--- src/rtl/viterbi_decoder_param_if.sv ---
// rtl/viterbi_decoder_param_if.sv - symbol-in / decoded-bit-out bundle for the Viterbi decoder
// master drives symbols and flush requests; slave is the decoder.
interface viterbi_decoder_param_if;
  logic       in_valid;
  logic [1:0] in_sym;
  logic       frame_start;
  logic       flush;
  logic       busy;
  logic       out_valid;
  logic       out_bit;
  logic       out_last;

  modport master (
    output in_valid, in_sym, frame_start, flush,
    input  busy, out_valid, out_bit, out_last
  );

  modport slave (
    input  in_valid, in_sym, frame_start, flush,
    output busy, out_valid, out_bit, out_last
  );
endinterface

--- src/rtl/viterbi_decoder_param.sv ---
// rtl/viterbi_decoder_param.sv - parametrised hard-decision rate-1/2 Viterbi decoder
// Register-exchange survivors, per-step metric normalisation, streaming output and flush drain.
module viterbi_decoder_param #(
  parameter int             K        = 3,
  parameter logic [K-1:0]   G0       = 3'b111,
  parameter logic [K-1:0]   G1       = 3'b101,
  parameter int             TB_DEPTH = 15,
  parameter int             PM_W     = 6
) (
  input  logic                     clk,
  input  logic                     rst_n,
  viterbi_decoder_param_if.slave   s_if
);

  localparam int NS = 1 << (K - 1);
  localparam int SW = K - 1;
  localparam int CW = $clog2(TB_DEPTH + 1);
  localparam int IW = $clog2(TB_DEPTH);
  localparam logic [PM_W-1:0] PM_MAX  = {PM_W{1'b1}};
  localparam logic [PM_W-1:0] PM_INIT = PM_W'(1 << (PM_W - 2));
  localparam logic [CW-1:0]   CNT_MAX = CW'(TB_DEPTH);
  localparam logic [CW-1:0]   PEND_MAX = CW'(TB_DEPTH - 1);

  typedef enum logic {ST_RUN, ST_DRAIN} state_t;

  state_t              r_state;
  logic [PM_W-1:0]     r_pm   [NS];
  logic [TB_DEPTH-1:0] r_hist [NS];
  logic [CW-1:0]       r_cnt;
  logic [SW-1:0]       r_best;
  logic [TB_DEPTH-1:0] r_drain;
  logic [IW-1:0]       r_idx;
  logic                r_busy;
  logic                r_out_valid;
  logic                r_out_bit;
  logic                r_out_last;

  logic [PM_W-1:0]     w_pm_src   [NS];
  logic [TB_DEPTH-1:0] w_hist_src [NS];
  logic [PM_W-1:0]     w_sum0     [NS];
  logic [PM_W-1:0]     w_sum1     [NS];
  logic [PM_W-1:0]     w_pm_acs   [NS];
  logic [PM_W-1:0]     w_pm_new   [NS];
  logic [TB_DEPTH-1:0] w_hist_new [NS];
  logic [PM_W-1:0]     w_pm_min;
  logic [SW-1:0]       w_best_new;

  logic                w_accept;
  logic                w_flush_go;
  logic [CW-1:0]       w_cnt_base;
  logic [CW:0]         w_cnt_inc;
  logic [CW-1:0]       w_cnt_next;
  logic                w_emit;
  logic [CW-1:0]       w_pend;
  logic [IW-1:0]       w_first_idx;

  // Expected {c0,c1} when input u drives the encoder out of state p.
  function automatic logic [1:0] branch_sym(input int p, input logic u);
    logic [K-1:0] r;
    r = {u, p[K-2:0]};
    return {^(r & G0), ^(r & G1)};
  endfunction

  function automatic logic [1:0] hamming(input logic [1:0] a, input logic [1:0] b);
    logic [1:0] x;
    x = a ^ b;
    return {x[1] & x[0], x[1] ^ x[0]};
  endfunction

  function automatic logic [PM_W-1:0] sat_add(input logic [PM_W-1:0] a, input logic [1:0] b);
    logic [PM_W:0] s;
    s = {1'b0, a} + {{(PM_W-1){1'b0}}, b};
    return s[PM_W] ? PM_MAX : s[PM_W-1:0];
  endfunction

  assign w_accept    = (r_state == ST_RUN) && s_if.in_valid;
  assign w_flush_go  = (r_state == ST_RUN) && s_if.flush && !s_if.in_valid && (r_cnt != '0);
  assign w_cnt_base  = s_if.frame_start ? '0 : r_cnt;
  assign w_cnt_inc   = {1'b0, w_cnt_base} + 1'b1;
  assign w_emit      = w_accept && (w_cnt_inc >= (CW+1)'(TB_DEPTH));
  assign w_cnt_next  = (w_cnt_inc >= (CW+1)'(TB_DEPTH)) ? CNT_MAX : w_cnt_inc[CW-1:0];
  assign w_pend      = (r_cnt > PEND_MAX) ? PEND_MAX : r_cnt;
  assign w_first_idx = IW'(w_pend - 1'b1);

  // A frame_start symbol runs its ACS on freshly initialised metrics and history.
  always_comb begin
    w_pm_min   = PM_MAX;
    w_best_new = '0;
    for (int n = 0; n < NS; n++) begin
      w_pm_src[n]   = s_if.frame_start ? ((n == 0) ? '0 : PM_INIT) : r_pm[n];
      w_hist_src[n] = s_if.frame_start ? '0 : r_hist[n];
    end
    for (int n = 0; n < NS; n++) begin
      w_sum0[n] = sat_add(w_pm_src[(2*n) % NS],
                          hamming(s_if.in_sym, branch_sym((2*n) % NS, n[K-2])));
      w_sum1[n] = sat_add(w_pm_src[(2*n) % NS + 1],
                          hamming(s_if.in_sym, branch_sym((2*n) % NS + 1, n[K-2])));
      if (w_sum0[n] <= w_sum1[n]) begin
        w_pm_acs[n]   = w_sum0[n];
        w_hist_new[n] = {w_hist_src[(2*n) % NS][TB_DEPTH-2:0], n[K-2]};
      end else begin
        w_pm_acs[n]   = w_sum1[n];
        w_hist_new[n] = {w_hist_src[(2*n) % NS + 1][TB_DEPTH-2:0], n[K-2]};
      end
      if (w_pm_acs[n] < w_pm_min) w_pm_min = w_pm_acs[n];
    end
    // Walking downwards leaves the lowest index holding the minimum as best.
    for (int n = NS - 1; n >= 0; n--) begin
      w_pm_new[n] = w_pm_acs[n] - w_pm_min;
      if (w_pm_acs[n] == w_pm_min) w_best_new = SW'(n);
    end
  end

  always_ff @(posedge clk or negedge rst_n) begin
    if (!rst_n) begin
      r_state     <= ST_RUN;
      r_cnt       <= '0;
      r_best      <= '0;
      r_drain     <= '0;
      r_idx       <= '0;
      r_busy      <= 1'b0;
      r_out_valid <= 1'b0;
      r_out_bit   <= 1'b0;
      r_out_last  <= 1'b0;
      for (int n = 0; n < NS; n++) begin
        r_pm[n]   <= (n == 0) ? '0 : PM_INIT;
        r_hist[n] <= '0;
      end
    end else begin
      r_out_valid <= 1'b0;
      r_out_last  <= 1'b0;
      case (r_state)
        ST_RUN: begin
          if (w_accept) begin
            for (int n = 0; n < NS; n++) begin
              r_pm[n]   <= w_pm_new[n];
              r_hist[n] <= w_hist_new[n];
            end
            r_cnt  <= w_cnt_next;
            r_best <= w_best_new;
            if (w_emit) begin
              r_out_valid <= 1'b1;
              r_out_bit   <= w_hist_new[w_best_new][TB_DEPTH-1];
            end
          end else if (w_flush_go) begin
            r_state     <= ST_DRAIN;
            r_busy      <= 1'b1;
            r_drain     <= r_hist[r_best];
            r_out_valid <= 1'b1;
            r_out_bit   <= r_hist[r_best][w_first_idx];
            r_out_last  <= (w_first_idx == '0);
            r_idx       <= w_first_idx - 1'b1;
          end
        end
        ST_DRAIN: begin
          if (r_out_last) begin
            r_state <= ST_RUN;
            r_busy  <= 1'b0;
            r_cnt   <= '0;
            r_best  <= '0;
            for (int n = 0; n < NS; n++) begin
              r_pm[n]   <= (n == 0) ? '0 : PM_INIT;
              r_hist[n] <= '0;
            end
          end else begin
            r_out_valid <= 1'b1;
            r_out_bit   <= r_drain[r_idx];
            r_out_last  <= (r_idx == '0);
            r_idx       <= r_idx - 1'b1;
          end
        end
        default: r_state <= ST_RUN;
      endcase
    end
  end

  assign s_if.busy      = r_busy;
  assign s_if.out_valid = r_out_valid;
  assign s_if.out_bit   = r_out_bit;
  assign s_if.out_last  = r_out_last;

endmodule

--- src/flat_wrapper.sv ---
// flat-port wrapper written by rule: the top's interface ports become plain ports
module viterbi_decoder_param_flat 
#(
  parameter int             K        = 3,
  parameter logic [K-1:0]   G0       = 3'b111,
  parameter logic [K-1:0]   G1       = 3'b101,
  parameter int             TB_DEPTH = 15,
  parameter int             PM_W     = 6
)
  (clk, rst_n, s_if_in_valid, s_if_in_sym, s_if_frame_start, s_if_flush, s_if_busy, s_if_out_valid, s_if_out_bit, s_if_out_last);
  viterbi_decoder_param_if s_if_i ();
  input  logic clk;
  input  logic rst_n;
  input wire logic [$bits(s_if_i.in_valid)-1:0] s_if_in_valid;
  input wire logic [$bits(s_if_i.in_sym)-1:0] s_if_in_sym;
  input wire logic [$bits(s_if_i.frame_start)-1:0] s_if_frame_start;
  input wire logic [$bits(s_if_i.flush)-1:0] s_if_flush;
  output wire logic [$bits(s_if_i.busy)-1:0] s_if_busy;
  output wire logic [$bits(s_if_i.out_valid)-1:0] s_if_out_valid;
  output wire logic [$bits(s_if_i.out_bit)-1:0] s_if_out_bit;
  output wire logic [$bits(s_if_i.out_last)-1:0] s_if_out_last;
  assign s_if_i.in_valid = s_if_in_valid;
  assign s_if_i.in_sym = s_if_in_sym;
  assign s_if_i.frame_start = s_if_frame_start;
  assign s_if_i.flush = s_if_flush;
  assign s_if_busy = s_if_i.busy;
  assign s_if_out_valid = s_if_i.out_valid;
  assign s_if_out_bit = s_if_i.out_bit;
  assign s_if_out_last = s_if_i.out_last;
  viterbi_decoder_param #(.K(K), .G0(G0), .G1(G1), .TB_DEPTH(TB_DEPTH), .PM_W(PM_W)) u_core (.clk(clk), .rst_n(rst_n), .s_if(s_if_i));
endmodule
--- config.mk ---
export PLATFORM = sky130hd
export DESIGN_NAME = viterbi_decoder_param_flat
export DESIGN_NICKNAME = d
export VERILOG_FILES = /design/src/rtl/viterbi_decoder_param_if.sv /design/src/rtl/viterbi_decoder_param.sv /design/src/flat_wrapper.sv
export SDC_FILE = /design/constraint.sdc
export NUM_CORES = 1
export LEC_CHECK = 0
export ABC_AREA = 1
export BUFFER_PORTS_ARGS = -buffer_cell sky130_fd_sc_hd__buf_2
export CORE_ASPECT_RATIO = 1.2
export CORE_MARGIN = 5
export CORE_UTILIZATION = 27
export CTS_BUF_LIST = sky130_fd_sc_hd__clkbuf_8
export DETAILED_ROUTE_END_ITERATION = 16
export GPL_TIMING_DRIVEN = 0
export HOLD_SLACK_MARGIN = 0.06
export SLEW_MARGIN = 20
export SYNTH_ARGS = -nofsm -noshare
export SYNTH_HDL_FRONTEND = slang
export SYNTH_SLANG_ARGS = --single-unit
--- constraint.sdc ---
create_clock -name clk -period 10.7 [get_ports clk]
set_input_delay 1.07 -clock clk [delete_from_list [all_inputs] [get_ports clk]]
set_output_delay 1.07 -clock clk [all_outputs]
set_load 0.05 [all_outputs]
==> results.sh, run 1 <==
export IMPL_post_drt_via_cell_ratio=5.14
export IMPL_avgSynthCellArea_um2=6.86
export IMPL_filler_cell_count=3725
export IMPL_timing_critical_path_arrival_ns=9.91
export IMPL_drt_antenna_violating_nets=0
export IMPL_via_count_of_the_first_global_routing_pass=8933
export IMPL_detailedRoute_firstIterationViolations=802
export IMPL_maximum_number_of_pins_on_one_net_before_global_route_repair=69
export IMPL_crit_type="input pin to flop"
export IMPL_critical_path_startpoint_type="input pin"
export IMPL_core_region_area_um2=33900
export IMPL_worst_setup_path_end_kind="flop"
export IMPL_clk_root_buffer_cell="sky130_fd_sc_hd__clkbuf_8"
export IMPL_slew_violations=0
export IMPL_detailroute_via_count=9370
export IMPL_grt_antenna_before_repair=1
export IMPL_setup_total_negative_slack_ns=0
export IMPL_wirelength_mm=30.0
export IMPL_synth_enable_flop_cells=0
export IMPL_skew_ns=0.0128
export IMPL_synthesis_instances=1342
export IMPL_seq_area_frac_synth_pct=29.4
export IMPL_multi_input_area_um2=5570
export IMPL_timing_critical_path_required_ns=10.95
export IMPL_final_period_minus_worst_setup_slack_ns=9.66
export IMPL_place_inst=1810
export IMPL_hold_violation_total_from_the_final_report=0
export IMPL_critPathMaxStageDelay_ns=0.45
export IMPL_grt_overflow=0
export IMPL_dpl_cell_area_um2=9860
export IMPL_area_growth_pct=9.75
export IMPL_layout_cell_area_non_filler_um2=10100
export IMPL_yosysTopAreaCell="sky130_fd_sc_hd__dfrtp_1"
export IMPL_ys_flop_type="sky130_fd_sc_hd__dfrtp_1"
export IMPL_post_drt_wl_per_cell_um=16.5
export IMPL_grt_first_pass_wirelength_mm=48.0
export IMPL_synth_area_leaders="sky130_fd_sc_hd__dfrtp_1, sky130_fd_sc_hd__nand2_1, sky130_fd_sc_hd__ha_1"
export IMPL_final_min_period_over_clock_period_pct=90.3
export IMPL_routability_congestion_estimate=0.939
export IMPL_cp_num_buf_inv=12
export IMPL_sequential_cell_area_um2=2710
export IMPL_portBuffers=10
export IMPL_yosys_warning_count=0
export IMPL_fin_nets=1452
export IMPL_critPathMostFrequentCell="sky130_fd_sc_hd__nand2_1"
export IMPL_synth_common_cells="sky130_fd_sc_hd__nand2_1, sky130_fd_sc_hd__inv_1, sky130_fd_sc_hd__o21ai_0, sky130_fd_sc_hd__nor2_1, sky130_fd_sc_hd__dfrtp_1"
export IMPL_ys_types=47
export IMPL_drtPass1Iterations=5
export IMPL_count_of_hold_fix_buffers_inserted_at_cts=0
export IMPL_synthesized_cell_area_um2=9200
export IMPL_max_cap_violations=0
export IMPL_worst_path_dominant_cell_family="compound AO/OA/AOI/OAI gates"
export IMPL_clock_fmax_mhz=103
export IMPL_post_dp_hpwl_mm=23.4
export IMPL_critPathMaxFanout=37
export IMPL_relSlewSlack_pct=26.1
export IMPL_die_height_um=212
export IMPL_stdcell_count=1824
export IMPL_clk_pin_slew_worst_paths_ns=0.10
export IMPL_critical_path_slowest_cell="sky130_fd_sc_hd__fa_1"
export IMPL_async_reset_ff_share_pct=100
export IMPL_globalRouteTotalUtil_pct=15.9
export IMPL_clock_insertion_delay_worst_skew_ns=0.39
export IMPL_cts_inserted_buffers=9
export IMPL_initial_utilization_pct=27.1
export IMPL_synthMostInstantiatedCell="sky130_fd_sc_hd__nand2_1"
export IMPL_core_rowCount=74
export IMPL_worst_slew_pin_slew_ns=1.10
export IMPL_post_cts_repair_setup_buffers=0
export IMPL_ctsLongestPathBuffers=2
export IMPL_post_synth_top_area_fraction_pct=28.6
export IMPL_postSynthRegisterBits=108
export IMPL_detail_route_drc_violations=0
export IMPL_tritoncts="built"
export IMPL_run_status="complete, no violations"
export IMPL_finalSetupViolCount=0
export IMPL_min_path_type="flop to flop"
export IMPL_mappedNetlistNets=1432
export IMPL_clkSinkCount=108
export IMPL_grt_setup_unrepaired="false"
export IMPL_die_width_um=179
export IMPL_drive_above_1_share_pct=6.07
export IMPL_floorplan_die_area_um2=37900
export IMPL_htreeDepth=3
export IMPL_ios=11
==> final cells by class <==
class,instances,share of cell area [%]
clock buffer,14,1.91
tap,456,5.65
buffer,52,2.09
antenna,1,0.0248
timing repair buffer,12,0.905
multi-input combinational,981,55.2
clock inverter,2,0.0743
inverter,198,7.39
sequential,108,26.8
==> logic make-up (layout without fill, tap and decap cells) <==
family	after synthesis	after routing	share of synthesized area [%]
DFF	108	108	29.4
AOI/OAI and AO/OA	379	379	24.0
other	0	1	0
buffers and inverters	253	278	10.5
adders and majority gates	83	83	11.9
xor gates and xnor gates	5	5	0.476
and+or+nand+nor	514	514	23.7
==> routing by layer <==
layer	share of wire [%]	wire length, um	up-vias	track usage [%]
met5	0.023	7	-	0
met4	4.5	1360	2	7.78
met3	5.7	1700	76	1.65
met2	49	14600	315	27.6
met1	41	12400	4442	19.7
li1	-	-	4535	-
==> stage by stage <==
step                hold WS (ns)  utilization (%)  worst slack (ns)
global route               0.531             29.8             0.162
detailed placement         0.472             29.1             -2.16
CTS                        0.496             29.7            0.0141
floorplan                  0.444                -             0.593
finish                     0.499             29.8              1.04
global placement           0.462             29.0             -2.70
==> final timing paths <==
| kind | start | endpoint | slack, ns | cells after the start |
|---|---|---|---|---|
| max in group asynchronous | rst_n | u_core.r_pm[10] | 9.37 | 2 |
| min | u_core.r_hist[59] | u_core.r_hist[59] | 0.50 | 2 |
| max reg2reg | u_core.r_pm[18] | u_core.r_pm[23] | 1.94 | 52 |
| min reg2reg | u_core.r_hist[59] | u_core.r_hist[59] | 0.50 | 2 |
| min in group asynchronous | rst_n | u_core.r_hist[37] | 0.58 | 1 |
| max | s_if_frame_start | u_core.r_pm[23] | 1.04 | 53 |
==> placed cells by master (no fill, tap or decap), types with 10 or more instances in the layout <==
cell type,count
sky130_fd_sc_hd__a21oi_1,102
sky130_fd_sc_hd__a32o_1,12
sky130_fd_sc_hd__buf_2,11
sky130_fd_sc_hd__clkbuf_1,41
sky130_fd_sc_hd__clkbuf_8,14
sky130_fd_sc_hd__dfrtp_1,105
sky130_fd_sc_hd__ha_1,75
sky130_fd_sc_hd__inv_1,193
sky130_fd_sc_hd__nand2_1,260
sky130_fd_sc_hd__nand2_2,10
sky130_fd_sc_hd__nand3_1,54
sky130_fd_sc_hd__nor2_1,146
sky130_fd_sc_hd__nor3_1,10
sky130_fd_sc_hd__o21ai_0,155
sky130_fd_sc_hd__o22ai_1,35
sky130_fd_sc_hd__o31ai_1,17
sky130_fd_sc_hd__o32ai_1,21
==> timing repair <==
item | CTS | global route
resized for setup | 11 | 7
hold endpoints to repair | 0 | 0
endpoints found under the setup margin | 27 | 23
pin swaps | 0 | 0
==> sequential cells by signal, indices dropped and copies added (netlist names) <==
name	cells
u_core.r_pm	24
u_core.r_hist	54
u_core.s_if.busy	1
u_core.r_state	1
u_core.s_if.out_valid	1
u_core.r_best	2
u_core.s_if.out_last	1
u_core.r_drain	15
u_core.r_idx	4
u_core.r_cnt	4
u_core.s_if.out_bit	1
==> worst min-delay path, stage by stage (launching register included) <==
cell and delay (ns):
sky130_fd_sc_hd__dfrtp_1 0.36, sky130_fd_sc_hd__nand2_1 0.05, sky130_fd_sc_hd__o21ai_0 0.06
Power of run 1 is left out: the tool's default activity adds up to more than one toggle a clock period on the data nets, which glitch-free logic cannot reach.
==> inputs of run 2 (changes only) <==
--- a/config.mk
+++ b/config.mk
@@ -9,5 +9,4 @@
 export BUFFER_PORTS_ARGS = -buffer_cell sky130_fd_sc_hd__buf_2
 export CORE_ASPECT_RATIO = 1.2
-export CORE_MARGIN = 5
 export CORE_UTILIZATION = 27
 export CTS_BUF_LIST = sky130_fd_sc_hd__clkbuf_8
@@ -15,4 +14,5 @@
 export GPL_TIMING_DRIVEN = 0
 export HOLD_SLACK_MARGIN = 0.06
+export RECOVER_POWER = 25
 export SLEW_MARGIN = 20
 export SYNTH_ARGS = -nofsm -noshare
==> constraint.sdc (replaced) <==
create_clock -name clk -period 10.7 [get_ports clk]
set_input_delay 0.535 -clock clk [delete_from_list [all_inputs] [get_ports clk]]
set_output_delay 0.535 -clock clk [all_outputs]
set_load 0.05 [all_outputs]
==> run 2 against run 1 <==
Effect of this change: the flow now finishes with violations (max-capacitance violations, max-slew violations); clock skew is 0.0073 ns higher; first-iteration DRC count is 2.4% lower; via count is 0.41% lower; largest cell class unchanged.
==> results.sh, run 2 (synthesis gave the netlist of run 1 again) <==
export IMPL_grt_setup_unrepaired="false"
export IMPL_worst_hold_startpoint="u_core.s_if.out_last"
export IMPL_min_path_type="flop to flop"
export IMPL_die_width_um=171
export IMPL_clock_insertion_delay_worst_skew_ns=0.41
export IMPL_cp_num_buf_inv=13
export IMPL_grt_first_pass_wirelength_mm=48.0
export IMPL_global_route_usage_met3_pct=1.98
export IMPL_post_drt_wl_per_cell_um=16.5
export IMPL_slew_violations=111
export IMPL_detailroute_via_count=9332
export IMPL_critPathMaxStageDelay_ns=0.46
export IMPL_floorplan_die_area_um2=34800
export IMPL_drtPass1Iterations=5
export IMPL_stdcell_count=1818
export IMPL_reg2reg_depth=51
export IMPL_fin_nets=1453
export IMPL_drive_above_1_share_pct=5.85
export IMPL_initial_utilization_pct=27.6
export IMPL_multi_input_area_um2=5540
export IMPL_wirelength_mm=30.0
export IMPL_timing_critical_path_required_ns=10.96
export IMPL_busiest_layer="met2"
export IMPL_area_growth_pct=8.98
export IMPL_r2r_end="u_core.r_pm[5]"
export IMPL_maximum_number_of_pins_on_one_net_before_global_route_repair=60
export IMPL_post_cts_repair_setup_buffers=0
export IMPL_clkSinkCount=108
export IMPL_antenna_diode_count=0
export IMPL_worst_path_dominant_cell_family="compound AO/OA/AOI/OAI gates"
export IMPL_routability_congestion_estimate=0.908
export IMPL_clock_fmax_mhz=101
export IMPL_clk_root_buffer_cell="sky130_fd_sc_hd__clkbuf_8"
export IMPL_max_flop_register="u_core.r_hist"
export IMPL_post_drt_via_cell_ratio=5.13
export IMPL_number_of_flip_flops_in_the_largest_register=54
export IMPL_fin_worst_hold_slack_ns=0.475
export IMPL_die_height_um=204
export IMPL_drt_antenna_violating_nets=0
export IMPL_relSlewSlack_pct=-115
export IMPL_critPathMaxFanout=28
export IMPL_globalRouteTotalUtil_pct=17.8
export IMPL_detail_route_drc_violations=0
export IMPL_gr_usage_met1_pct=21.1
export IMPL_htreeDepth=3
export IMPL_skew_ns=0.0200
export IMPL_hold_violation_total_from_the_final_report=0
export IMPL_filler_cell_count=3652
export IMPL_grt_overflow=0
export IMPL_worstHoldEndpoint="u_core.s_if.busy"
export IMPL_worst_r2r_setup_slack_ns=1.53
export IMPL_violations="max-capacitance violations, max-slew violations"
export IMPL_critical_path_slowest_cell="sky130_fd_sc_hd__a221oi_2"
export IMPL_worst_setup_path_end_kind="flop"
export IMPL_critPathMostFrequentCell="sky130_fd_sc_hd__nand2_1"
export IMPL_critical_path_startpoint_type="input pin"
export IMPL_core_region_area_um2=33300
export IMPL_grt_antenna_before_repair=0
export IMPL_tritoncts="built"
export IMPL_finalSetupViolCount=0
export IMPL_ios=11
export IMPL_run_status="complete, but fails checks"
export IMPL_r2r_path_start="u_core.r_pm[18]"
export IMPL_post_dp_hpwl_mm=23.3
export IMPL_cts_inserted_buffers=9
export IMPL_max_cap_violations=2
export IMPL_hold_path_depth=1
export IMPL_crit_type="input pin to flop"
export IMPL_place_inst=1804
export IMPL_grt_util_met2_pct=31.4
export IMPL_largest_registers="u_core.r_hist: 54 flops, u_core.r_pm: 24 flops, u_core.r_drain: 15 flops"
export IMPL_sequential_cell_area_um2=2710
export IMPL_timing_critical_path_arrival_ns=10.17
export IMPL_clk_pin_slew_worst_paths_ns=0.11
export IMPL_portBuffers=10
export IMPL_most_used_cells_in_the_layout_excluding_fill_and_tap_cells="sky130_fd_sc_hd__nand2_1, sky130_fd_sc_hd__inv_1, sky130_fd_sc_hd__o21ai_0, sky130_fd_sc_hd__nor2_1, sky130_fd_sc_hd__dfrtp_1"
export IMPL_via_count_of_the_first_global_routing_pass=9004
export IMPL_worst_slew_pin_slew_ns=3.22
export IMPL_ctsLongestPathBuffers=2
export IMPL_detailedRoute_firstIterationViolations=783
export IMPL_final_period_minus_worst_setup_slack_ns=9.91
export IMPL_final_min_period_over_clock_period_pct=92.6
export IMPL_mostFrequentLayoutCell="sky130_fd_sc_hd__nand2_1"
export IMPL_core_rowCount=73
-- run 2: worst max-delay path by stage --
stage                                  to  cells past startpoint        startpoint
final                      u_core.r_pm[5]                     53  s_if_frame_start
after global routing       u_core.r_pm[5]                     55  s_if_frame_start
after CTS                  u_core.r_pm[5]                     54  s_if_frame_start
after detailed placement  u_core.r_pm[11]                     54  s_if_frame_start
after global placement     u_core.r_pm[5]                     56  s_if_frame_start
after floorplan           u_core.r_pm[11]                     51  s_if_frame_start
-- run 2: final cells by class --
cell class              count  area share [%]
plain buffers              53            2.16
clock buffers              11            1.51
clock inverters             5           0.412
inverters                 198            7.44
multi-input cells         981            55.3
flip-flops and latches    108            27.0
well taps                 450            5.62
repair buffers             12           0.599
-- run 2: per-layer routing --
metal	share of wire (%)	vias up
met2	50	286
met1	41	4427
met5	0	-
met4	4.3	0
met3	4.6	70
li1	-	4549
-- run 2: repair_timing --
action / in CTS / in global routing
gates cloned: 0 / 0
hold buffers: 0 / 0
setup endpoints to repair: 27 / 23
endpoints found under the hold margin: 0 / 0
gates resized for setup: 6 / 7
-- run 2: through the flow --
stage	instance area [um^2]	setup WS, ns	utilization (%)	TNS (ns)
final	10000	0.795	30.1	0
after global routing	10000	0.0500	30.1	0
after CTS	10000	0.0907	30.1	0
after detailed placement	9850	-1.74	29.6	-36.67
after global placement	9810	-2.31	29.4	-44.55
after floorplan	9200	1.13	-	0
Power of run 2 is left out for the same reason.
==> inputs of run 3 (changes only) <==
- ABC_AREA: 1 -> unset
- BUFFER_PORTS_ARGS: -buffer_cell sky130_fd_sc_hd__buf_2 -> unset
- DONT_BUFFER_PORTS: unset -> 1
- SETUP_SLACK_MARGIN: unset -> 0.4
==> run 3 against run 2 <==
Effect of this change: the run still ends with max-capacitance violations, max-slew violations left; non-clock buffer count up 19; clock skew about the same; count of clock-buffer cells in the layout down 2; setup slack worse by 0.055 ns; synthesized cell count down 22%; routed wire length down 10%; register-to-register slack worse by 0.70 ns; design area up 7.4%; largest cell class unchanged.
==> results.sh, run 3 <==
export IMPL_drt_antenna_violating_nets=0
export IMPL_placement_setup_worst_slack_ns=-1.93
export IMPL_portBuffers=0
export IMPL_critPathMaxFanout=10
export IMPL_filler_cell_count=3639
export IMPL_r2r_end="u_core.s_if.out_bit"
export IMPL_grt_setup_unrepaired="false"
export IMPL_max_flop_register="u_core.r_hist"
export IMPL_reg2reg_depth=47
export IMPL_floorplan_die_area_um2=35300
export IMPL_final_min_period_over_clock_period_pct=93.1
export IMPL_hold_violation_total_from_the_final_report=0
export IMPL_finalSetupViolCount=0
export IMPL_via_count_of_the_first_global_routing_pass=8111
export IMPL_routability_congestion_estimate=0.877
export IMPL_clkSinkCount=108
export IMPL_avgSynthCellArea_um2=8.89
export IMPL_critPathMaxStageDelay_ns=0.53
export IMPL_ios=11
export IMPL_relSlewSlack_pct=-290
export IMPL_skew_ns=0.0202
export IMPL_synthMostInstantiatedCell="sky130_fd_sc_hd__nand2_1"
export IMPL_synthesized_cell_area_um2=9330
export IMPL_yosys_warning_count=0
export IMPL_ys_types=88
export IMPL_synth_common_cells="sky130_fd_sc_hd__nand2_1, sky130_fd_sc_hd__dfrtp_1, sky130_fd_sc_hd__o21ai_0, sky130_fd_sc_hd__ha_1, sky130_fd_sc_hd__mux2i_1"
export IMPL_ctsLongestPathBuffers=2
export IMPL_postSynthRegisterBits=108
export IMPL_timing_critical_path_arrival_ns=10.24
export IMPL_critical_path_stages=49
export IMPL_drive_above_1_share_pct=16.8
export IMPL_r2r_path_start="u_core.r_pm[19]"
export IMPL_area_growth_pct=15.5
export IMPL_seq_area_frac_synth_pct=29.0
export IMPL_wirelength_mm=26.9
export IMPL_async_reset_ff_share_pct=100
export IMPL_crit_type="input pin to flop"
export IMPL_maximum_number_of_pins_on_one_net_before_global_route_repair=109
export IMPL_worst_setup_path_end_kind="flop"
export IMPL_detail_route_drc_violations=0
export IMPL_core_region_area_um2=34100
export IMPL_globalRouteTotalUtil_pct=15.8
export IMPL_mostFrequentLayoutCell="sky130_fd_sc_hd__nand2_1"
export IMPL_synthesis_instances=1049
export IMPL_critical_path_startpoint_type="input pin"
export IMPL_detailroute_via_count=7966
export IMPL_htreeDepth=3
export IMPL_mappedNetlistNets=1139
export IMPL_post_route_worst_setup_slack_ns=0.740
export IMPL_run_status="complete, but fails checks"
export IMPL_crit_path_start="s_if_frame_start"
export IMPL_clock_insertion_delay_worst_skew_ns=0.41
export IMPL_die_width_um=172
export IMPL_timing_critical_path_required_ns=10.98
export IMPL_synth_area_leaders="sky130_fd_sc_hd__dfrtp_1, sky130_fd_sc_hd__ha_1, sky130_fd_sc_hd__mux2i_1"
export IMPL_number_of_flip_flops_in_the_largest_register=54
export IMPL_worst_r2r_setup_slack_ns=0.83
export IMPL_clock_fmax_mhz=100
export IMPL_cts_inserted_buffers=9
export IMPL_worst_path_dominant_cell_family="compound AO/OA/AOI/OAI gates"
export IMPL_post_synth_top_area_fraction_pct=28.2
export IMPL_antenna_diode_count=0
export IMPL_post_dp_hpwl_mm=20.1
export IMPL_slew_violations=109
export IMPL_grt_first_pass_wirelength_mm=43.3
export IMPL_post_drt_via_cell_ratio=5.14
export IMPL_grt_antenna_before_repair=0
export IMPL_violations="max-capacitance violations, max-slew violations"
export IMPL_worst_slew_pin_slew_ns=5.84
export IMPL_crit_end="u_core.s_if.out_bit"
export IMPL_fin_nets=1179
export IMPL_ys_flop_type="sky130_fd_sc_hd__dfrtp_1"
export IMPL_detailedRoute_firstIterationViolations=518
export IMPL_die_height_um=206
export IMPL_largest_registers="u_core.r_hist: 54 flops, u_core.r_pm: 24 flops, u_core.r_drain: 15 flops"
export IMPL_post_drt_wl_per_cell_um=17.4
export IMPL_final_period_minus_worst_setup_slack_ns=9.96
export IMPL_yosysTopAreaCell="sky130_fd_sc_hd__dfrtp_1"
export IMPL_synth_enable_flop_cells=0
export IMPL_clk_pin_slew_worst_paths_ns=0.12
export IMPL_critical_path_slowest_cell="sky130_fd_sc_hd__or4b_1"
export IMPL_core_rowCount=74
export IMPL_grt_overflow=0
export IMPL_tritoncts="built"
export IMPL_cp_num_buf_inv=9
export IMPL_most_used_cells_in_the_layout_excluding_fill_and_tap_cells="sky130_fd_sc_hd__nand2_1, sky130_fd_sc_hd__dfrtp_1, sky130_fd_sc_hd__o21ai_0, sky130_fd_sc_hd__ha_1, sky130_fd_sc_hd__mux2i_1"
export IMPL_max_cap_violations=1
export IMPL_clk_root_buffer_cell="sky130_fd_sc_hd__clkbuf_8"
export IMPL_min_path_type="input pin to flop"
export IMPL_drtPass1Iterations=5
export IMPL_initial_utilization_pct=27.4
==> run 3: worst min path at each step <==
| stage | from | end | slack, ns | depth (start not counted) |
|---|---|---|---|---|
| finish | s_if_in_valid | u_core.r_hist[0] | 0.31 | 2 |
| global route | s_if_in_valid | u_core.r_hist[0] | 0.31 | 2 |
| CTS | rst_n | u_core.r_hist[37] | 0.09 | 1 |
| detailed placement | rst_n | u_core.r_drain[9] | 0.24 | 0 |
| global placement | rst_n | u_core.r_drain[9] | 0.24 | 0 |
| floorplan | rst_n | u_core.r_best[0] | 0.24 | 0 |
==> run 3: layout make-up <==
cell class,instances,area (um^2),area share [%]
multi-input cells,822,6510,60.4
flip-flops and latches,108,2710,25.1
well taps,456,571,5.30
plain buffers,55,317,2.94
inverters,64,248,2.30
repair buffers,29,214,1.99
clock buffers,9,124,1.15
clock inverters,7,85.1,0.790
==> run 3: cell families after synthesis <==
group | after synthesis | share of synthesized area, %
fa+ha+maj | 89 | 12.4
flops | 108 | 29.0
xor+xnor | 36 | 3.38
buf+inv | 119 | 5.03
simple gates | 313 | 16.0
mux | 113 | 14.9
compound gates | 271 | 19.3
==> run 3: metrics by stage <==
step	std cells	utilization [%]	hold WS (ns)	cell area, um^2	setup TNS, ns
finish	1550	31.6	0.306	10800	0
global placement	1505	29.2	0.244	9930	-17.85
CTS	1537	30.8	0.0851	10500	0
floorplan	1049	-	0.239	9360	0
detailed placement	1505	29.2	0.244	9930	-21.19
global route	1550	31.6	0.309	10800	0
==> run 3: routing by layer <==
layer	vias up	track usage, %	wire length, um
met5	-	0	0
met4	0	7.08	1020
met3	55	1.83	807
met2	153	27.5	13500
met1	3919	19.4	11600
li1	3839	-	-
==> run 3: repair_timing <==
| action | CTS | global route |
|---|---|---|
| pin swaps | 4 | 8 |
| buffers inserted | 15 | 13 |
| endpoints found under the setup margin | 27 | 6 |
| endpoints found under the hold margin | 108 | 0 |
| gates resized for setup | 53 | 45 |
| hold buffers | 1 | 0 |
Power of run 3 is left out for the same reason.
